`src/rtl/alu_uart_interface.sv`:
```
// Glue between a UART byte link and a combinational ALU: gathers A, B and an op
// code from nine received bytes, captures the ALU result and sends it back LSB first.
module alu_uart_interface #(
    parameter int NB_DATA = 32,
    parameter int NB_BYTE = 8,
    parameter int NB_OP   = 6
) (
    input  logic               i_clk,
    input  logic               i_rst_n,
    input  logic [NB_BYTE-1:0] i_rx_data,
    input  logic               i_rx_done,
    input  logic [NB_DATA-1:0] i_alu_result,
    input  logic               i_tx_done,
    output logic [NB_DATA-1:0] o_alu_data_1,
    output logic [NB_DATA-1:0] o_alu_data_2,
    output logic [NB_OP-1:0]   o_alu_ctrl,
    output logic [NB_BYTE-1:0] o_tx_data,
    output logic               o_tx_start,
    output logic               o_busy
);

    localparam int N_BYTES = NB_DATA / NB_BYTE;
    localparam int NB_CNT  = (N_BYTES > 1) ? $clog2(N_BYTES) : 1;
    localparam logic [NB_CNT-1:0] CNT_LAST = NB_CNT'(N_BYTES - 1);

    typedef enum logic [2:0] {
        ST_RX_A,
        ST_RX_B,
        ST_RX_OP,
        ST_CALC,
        ST_TX_SEND,
        ST_TX_WAIT
    } state_e;

    state_e               state_q,    state_d;
    logic [NB_CNT-1:0]    cnt_q,      cnt_d;
    logic [NB_DATA-1:0]   data_1_q,   data_1_d;
    logic [NB_DATA-1:0]   data_2_q,   data_2_d;
    logic [NB_OP-1:0]     ctrl_q,     ctrl_d;
    logic [NB_DATA-1:0]   result_q,   result_d;
    logic [NB_BYTE-1:0]   tx_data_q,  tx_data_d;
    logic                 tx_start_q, tx_start_d;
    logic                 busy_q,     busy_d;

    // Only the low NB_OP bits of the op byte reach the ALU; the rest are discarded.
    logic unused_rx_bits;
    assign unused_rx_bits = ^i_rx_data;

    always_comb begin
        // NOTE: every variable gets a default before the case so no path leaves it
        // unassigned; a missing default here would infer a latch.
        state_d    = state_q;
        cnt_d      = cnt_q;
        data_1_d   = data_1_q;
        data_2_d   = data_2_q;
        ctrl_d     = ctrl_q;
        result_d   = result_q;
        tx_data_d  = tx_data_q;
        tx_start_d = 1'b0;

        case (state_q)
            ST_RX_A: begin
                if (i_rx_done) begin
                    data_1_d[int'(cnt_q)*NB_BYTE +: NB_BYTE] = i_rx_data;
                    if (cnt_q == CNT_LAST) begin
                        cnt_d   = '0;
                        state_d = ST_RX_B;
                    end else begin
                        cnt_d = cnt_q + NB_CNT'(1);
                    end
                end
            end
            ST_RX_B: begin
                if (i_rx_done) begin
                    data_2_d[int'(cnt_q)*NB_BYTE +: NB_BYTE] = i_rx_data;
                    if (cnt_q == CNT_LAST) begin
                        cnt_d   = '0;
                        state_d = ST_RX_OP;
                    end else begin
                        cnt_d = cnt_q + NB_CNT'(1);
                    end
                end
            end
            ST_RX_OP: begin
                if (i_rx_done) begin
                    ctrl_d  = i_rx_data[NB_OP-1:0];
                    state_d = ST_CALC;
                end
            end
            ST_CALC: begin
                // The ALU has seen the complete operand set for one cycle; freeze its answer.
                result_d   = i_alu_result;
                cnt_d      = '0;
                tx_data_d  = i_alu_result[NB_BYTE-1:0];
                tx_start_d = 1'b1;
                state_d    = ST_TX_SEND;
            end
            ST_TX_SEND: begin
                state_d = ST_TX_WAIT;
            end
            ST_TX_WAIT: begin
                if (i_tx_done) begin
                    if (cnt_q == CNT_LAST) begin
                        cnt_d   = '0;
                        state_d = ST_RX_A;
                    end else begin
                        cnt_d      = cnt_q + NB_CNT'(1);
                        tx_data_d  = result_q[int'(cnt_d)*NB_BYTE +: NB_BYTE];
                        tx_start_d = 1'b1;
                        state_d    = ST_TX_SEND;
                    end
                end
            end
            default: begin
                state_d = ST_RX_A;
                cnt_d   = '0;
            end
        endcase

        busy_d = (state_d == ST_CALC) || (state_d == ST_TX_SEND) || (state_d == ST_TX_WAIT);
    end

    // NOTE: state registers use non-blocking assignments so every flop samples the
    // pre-edge value of its neighbours, matching the hardware they describe.
    always_ff @(posedge i_clk or negedge i_rst_n) begin
        if (!i_rst_n) begin
            state_q    <= ST_RX_A;
            cnt_q      <= '0;
            data_1_q   <= '0;
            data_2_q   <= '0;
            ctrl_q     <= '0;
            result_q   <= '0;
            tx_data_q  <= '0;
            tx_start_q <= 1'b0;
            busy_q     <= 1'b0;
        end else begin
            state_q    <= state_d;
            cnt_q      <= cnt_d;
            data_1_q   <= data_1_d;
            data_2_q   <= data_2_d;
            ctrl_q     <= ctrl_d;
            result_q   <= result_d;
            tx_data_q  <= tx_data_d;
            tx_start_q <= tx_start_d;
            busy_q     <= busy_d;
        end
    end

    assign o_alu_data_1 = data_1_q;
    assign o_alu_data_2 = data_2_q;
    assign o_alu_ctrl   = ctrl_q;
    assign o_tx_data    = tx_data_q;
    assign o_tx_start   = tx_start_q;
    assign o_busy       = busy_q;

endmodule

```
`config.mk`:
```
export PLATFORM = sky130hd
export DESIGN_NAME = alu_uart_interface
export DESIGN_NICKNAME = d
export VERILOG_FILES = /design/src/rtl/alu_uart_interface.sv
export SDC_FILE = /design/constraint.sdc
export NUM_CORES = 1
export LEC_CHECK = 0
export ABC_CLOCK_PERIOD_IN_PS = 2300
export BUFFER_PORTS_ARGS = -buffer_cell sky130_fd_sc_hd__buf_2
export CORE_ASPECT_RATIO = 0.7
export CORE_UTILIZATION = 30
export CTS_BUF_LIST = sky130_fd_sc_hd__clkbuf_4 sky130_fd_sc_hd__clkbuf_8 sky130_fd_sc_hd__clkbuf_16
export CTS_CLUSTER_DIAMETER = 150
export DETAILED_ROUTE_END_ITERATION = 8
export GPL_TIMING_DRIVEN = 0
export SETUP_SLACK_MARGIN = 0.5
export SYNTH_ARGS = -nofsm -noshare
export SYNTH_HDL_FRONTEND = slang
export SYNTH_SLANG_ARGS = --single-unit
```
`constraint.sdc`:
```
create_clock -name i_clk -period 2.3 [get_ports i_clk]
set_clock_uncertainty 0.2 [all_clocks]
set_input_delay 0.345 -clock i_clk [delete_from_list [all_inputs] [get_ports i_clk]]
set_output_delay 0.345 -clock i_clk [all_outputs]
set_load 0.05 [all_outputs]
```
# [Word level (Yosys, flattened, before mapping)]
# Index checks and enable logic that the tools add are counted.
[totals] ff_bits=117 latchBits=0 mem_bits_rw=0 mem_bits_ro=0 inputBits=44 output_inout_bits=80 elab_cells=58 n_memories=0
[classes] addsub=2 multipliers=0 div=0 order_cmp=0 n_eq_ne=12 shifts=3 muxes=20 bitwise=1 reduce_logical=11
[ops] operator="bitwise mux 32 bit" n=2
[ops] operator="negator 5 -> 33 bit" n=1
[ops] operator="variable shift 8 x 33 -> 32 bit (first input constant)" n=1
[ops] operator="indexed part select 8 x 33 -> 32 bit" n=1
[ops] operator="indexed part select 32 x 6 -> 8 bit" n=1
[ops] operator="two-way mux 3 bit" n=7
[ops] operator="one-hot mux 3 bit (6 select lines)" n=1
[ops] operator="two-way mux 8 bit" n=2
[ops] operator="one-hot mux 8 bit (2 select lines)" n=1
[ops] operator="equality test 3 bit (second input constant)" n=4
[ops] operator="equality test 3 x 2 -> 1 bit (second input constant)" n=3
[ops] operator="two-way mux 2 bit" n=3
[ops] operator="one-hot mux 2 bit (3 select lines)" n=1
[ops] operator="AND reduction 2 bit" n=3
[ops] operator="AND reduction 3 bit" n=2
[ops] operator="!= test 2 bit (second input constant)" n=2
[ops] operator="OR reduction 2 bit" n=2
[ops] operator="equality test 3 x 1 -> 1 bit (second input constant)" n=1
[ops] operator="zero test 3 bit" n=1
[ops] operator="adder 2 x 1 -> 2 bit (second input constant)" n=1
[ops] operator="equality test 2 bit (second input constant)" n=1
[ops] operator="logical OR 1 bit" n=2
[ops] operator="two-way mux 1 bit" n=2
[ops] operator="!= test 2 x 1 -> 1 bit (second input constant)" n=1
[ops] operator="3 further kinds" n=3

# [Logic depth before layout (Yosys ltp)]
[logic_depth] depth_word=7 depth_mapped=7 depth_no_buf=5

# [Least setup slack after synthesis]
# OpenSTA, ideal clock, no wires.
[synth_path] kind="register -> register" start="reg cnt_q[0]" end="reg tx_data_q[6] (netlist: o_tx_data[6])" arrival_ps=1796 path_slack_ps=183 stages_incl_launch_ff=8 synth_period_minus_slack_ps=2117 cell_sequence="dfrtp_1 inv_1 ha_1 buf_2 buf_4 mux2i_1 a22oi_1 a22o_1"
[synth_between] elab_chain_cells=5 word_cells_on_any_way=8 cone_classes="add/sub (1); eq/ne (2); shift (1); mux (3); reduce/logical (1)"
[synth_rtl] element="from (decl)" line_no="36" text="logic [NB_CNT-1:0] cnt_q, cnt_d;"
[synth_rtl] element="from (signal assigned)" line_no="138" text="cnt_q <= cnt_d;"
[synth_rtl] element="adder 2 x 1 -> 2 bit" line_no="107" text="cnt_d = cnt_q + NB_CNT'(1);"
[synth_rtl] element="indexed part select 32 x 6 -> 8 bit" line_no="108" text="tx_data_d = result_q[int'(cnt_d)*NB_BYTE +: NB_BYTE];"
[synth_rtl] element="two-way mux 8 bit" line_no="103" text="if (cnt_q == CNT_LAST) begin"
[synth_rtl] element="two-way mux 8 bit" line_no="102" text="if (i_tx_done) begin"
[synth_rtl] element="one-hot mux 8 bit (2 select lines)" line_no="61" text="case (state_q)"
[synth_rtl] element="to (signal assigned)" line_no="143" text="tx_data_q <= tx_data_d;"
[synth_rtl] element="to (decl)" line_no="41" text="logic [NB_BYTE-1:0] tx_data_q, tx_data_d;"
# Parallel ways exist; a longest one is shown, timed or not. The select of a mux whose other input is x is not followed.
# A chain may end at the register's enable or synchronous reset.

# [Worst setup path after layout]
[layout_path] start="reg cnt_q[0]" end="reg data_2_q[14] (netlist: o_alu_data_2[14])"
[layout_between] elab_chain_cells=3 word_cells_on_any_way=4 cone_classes="add/sub (1); shift (2); mux (1)"
[layout_rtl] element="negator 5 -> 33 bit *" line_no="75" text="data_2_d[int'(cnt_q)*NB_BYTE +: NB_BYTE] = i_rx_data;"
[layout_rtl] element="indexed part select 8 x 33 -> 32 bit / variable shift 8 x 33 -> 32 bit (equally long branches)" line_no="75"
[layout_rtl] element="bitwise mux 32 bit *" line_no="75"
[layout_rtl] element="to (signal assigned)" line_no="140" text="data_2_q <= data_2_d;"
[layout_rtl] element="to (decl)" line_no="38" text="logic [NB_DATA-1:0] data_2_q, data_2_d;"
# Every way passes the cells marked *; elsewhere a longest branch is shown, timed or not.

==> flow_summary.toml <==
[logic_synthesis]
yosys_register_bits = 117
ys_warn_count = 0
yosysTopAreaCell = "dfrtp_1"
seq_area_frac_synth = 0.566
synth_top_cell_area_share = 0.566
synthFlopType = "dfrtp_1"
synthArstFlopShare = 1.00
syn_nets = 419
synth.distinct_cells = 38
synthCells = 369
yosysMostFrequentCell = "dfrtp_1"
synthTopCellsByArea = "dfrtp_1 57%, mux2_2 22%, and2_1 3.9%, mux2i_1 3.3%, ha_1 1.5%"
synth_top_cells_by_count = "117 x dfrtp_1, 101 x mux2_2, 32 x and2_1"
synth_edf_count = 0
syn_area_sq_mm = 0.00517
syn_area_per_cell_sq_um = 14.0

[sta]
hold_violations = 0
setup_violations = 0
max_freq_mhz = 523
tightest_slew_ns = 0.510
relSlewSlack = 0.660
period_minus_slack_ns = 1.91
rsz0062_at_grt = "true"
period_share = 0.832
drv_slew = 0
setup_ws_ns = 0.387

[grt]
grt_max_degree = 81
antenna_found_initial = 0
gr-total-overflow = 0
grt_pass1_vias = 4113
grt.total_usage = 0.165
grt_pass1_wl_um = 22300

[floorplan]
ios = 124
core_sq_mm = 0.0166
die_area_sq_mm = 0.0178
die_x_um = 159
die_y_um = 112
rows = 39
initial_utilization = 0.312

[layout]
nFillCells = 1531
seq_area_sq_mm = 0.00293
multi_input_area_sq_mm = 0.00240
nets = 612
area_delta_synth_final_pct = 46.1
layoutNonFillerInstCount = 799
diodes = 0
drive_gt1_frac = 0.617

[power_and_ir_drop]
total_power_mw = 12.7
power.share.switching = 0.418
clkPwrFrac = 0.209
vdd_drop_max_mv = 0.748
power.density_mw_per_mm2 = 1680
power.internal_mw = 7.41
power.share.sequential = 0.276
p_leak_nw = 3.80
switching_power_mw = 5.32
combPwrFrac = 0.515

[worst_setup_path]
rr_startpoint = "cnt_q[0]"
crit_arrival_ns = 2.01
end_kind = "flop"
worstPathMaxFanout = 8
reg2regPathDepth = 6
critPathKind = "flop to flop"
timing.rr.end = "o_alu_data_2[14]"
worstPathRequired_ns = 2.40
regToRegSetupSlack_ns = 0.39
startpoint_type = "flop"

[clocking]
clk-insertion-delay-late_ns = 0.41
root_buffer = "clkbuf_16"
clock_path_buffers = 2
cts_htree_levels = 4
cts_tree = "built"
clk_pin_slew_ns = 0.05
cts_buffers = 17
cts.sinks = 117

[hold_path]
worstHoldStart = "i_rx_done"
hp-class = "input port to flop"
min_to = "state_q[1]"
holdPathStages = 3

[placed_design]
gp_congestion = 0.773
hpwl_um = 9630
dp_cells = 718
place_ws_ns = -0.0757
io_buffers = 123

[outcome]
outcome = "finished, final reports clean"

[flow_run]
cap_viol_max_count = 0

[routing]
drt_iter0_drc = 169
drc_errors = 0
wirelength_um = 14100
routed-via-count = 3731
routedWlPerCell_um = 17.7
detail-route-antenna-nets = 0
dr.pass1.iters = 4
via_per_inst = 4.67
state kept, by name (all words and copies together), names as in the netlist:
signal / cells
o_alu_data_1: 32
result_q: 32
o_tx_data: 8
o_busy: 1
o_alu_ctrl: 6
o_tx_start: 1
state_q: 3
cnt_q: 2
o_alu_data_2: 32
cells in the final DEF, fill, tap and decap left out, drive strengths merged:
master / n
or3b: 1
a21o: 1
a21oi: 11
nor4b: 1
nand3b: 9
nand4: 1
inv: 6
nand2: 11
mux2i: 17
clkbuf: 28
bufinv: 3
nand4bb: 1
dfrtp: 117
nand3: 2
clkinv: 4
a311oi: 1
o221a: 1
nor2b: 1
clkinvlp: 2
mux2: 103
and4b: 1
a2111oi: 1
buf: 151
a22o: 8
dlygate4sd3: 33
ha: 6
o211ai: 1
and4bb: 1
nor4bb: 1
nor2: 1
o21ai: 2
a22oi: 8
nand2b: 2
and3b: 1
nor3b: 4
and2: 32
kinds of logic after synthesis:
kind of cell / count (synthesis) / share of synthesized area
AOI/OAI and AO/OA: 34 / 0.0462
adders and majority gates: 6 / 0.0145
buffers and inverters: 22 / 0.0206
DFF: 117 / 0.566
muxes: 120 / 0.257
and+or+nand+nor: 70 / 0.0958
per-layer routing:
metal / GRT usage / share of wire / up-vias / wire (um)
li1: - / - / 1709 / -
met1: 0.216 / 0.47 / 1912 / 6610
met2: 0.264 / 0.47 / 96 / 6650
met3: 0.0477 / 0.049 / 14 / 697
met4: 0.0500 / 0.012 / 0 / 172
met5: 0 / 0 / - / 0
through the flow:
step	cell area [sq um]	setup TNS [ns]	hold slack, ns	utilization
after global routing	7560	0	0.0949	0.456
final	7560	0	0.0931	0.456
after CTS	7300	0	0.0718	0.440
after global placement	6130	-83.16	0.275	0.370
after floorplan	5240	0	-0.151	-
after detailed placement	6170	-1.02	0.0776	0.372
power by group through the flow:
stage | combinational, mW | clock, mW | sequential [mW]
global route | 6.91 | 2.83 | 3.62
floorplan | 2.26 | 0 | 5.40
finish | 6.56 | 2.66 | 3.51
detailed placement | 5.55 | 0 | 3.50
global placement | 5.44 | 0 | 3.44
CTS | 6.04 | 2.72 | 3.45
what timing repair did:
item | in CTS | in global routing
resized for setup | 29 | 55
hold buffers | 33 | 0
setup endpoints to repair | 108 | 108
cloned | 0 | 2
pin swaps | 4 | 15
buffers inserted | 10 | 5
endpoints found under the hold margin | 69 | 0
critical path: stages (launching register included):
cell and delay [ns]:
dfrtp_2 0.45, inv_4 0.10, ha_4 0.22, buf_12 0.15, and3b_2 0.26, and2_4 0.16, mux2_2 0.25
cell type report:
class,count,area share
inverter,6,0.00331
buffer,16,0.0215
clock buffer,22,0.0621
multi-input combinational,230,0.317
sequential,117,0.388
tap,225,0.0372
timing repair buffer,174,0.154
clock inverter,9,0.0170
how the worst max path moves through the flow:
stage / end / start / depth (start not counted)
after global placement: cnt_q[0] / i_rst_n / 1
after detailed placement: o_alu_data_1[17] / cnt_q[0] / 5
after floorplan: o_tx_data[0] / cnt_q[0] / 6
final: o_alu_data_2[14] / cnt_q[0] / 6
after CTS: o_tx_data[4] / cnt_q[0] / 6
after global routing: o_alu_data_2[14] / cnt_q[0] / 6
No activity file was read; power rests on OpenSTA's default activity.
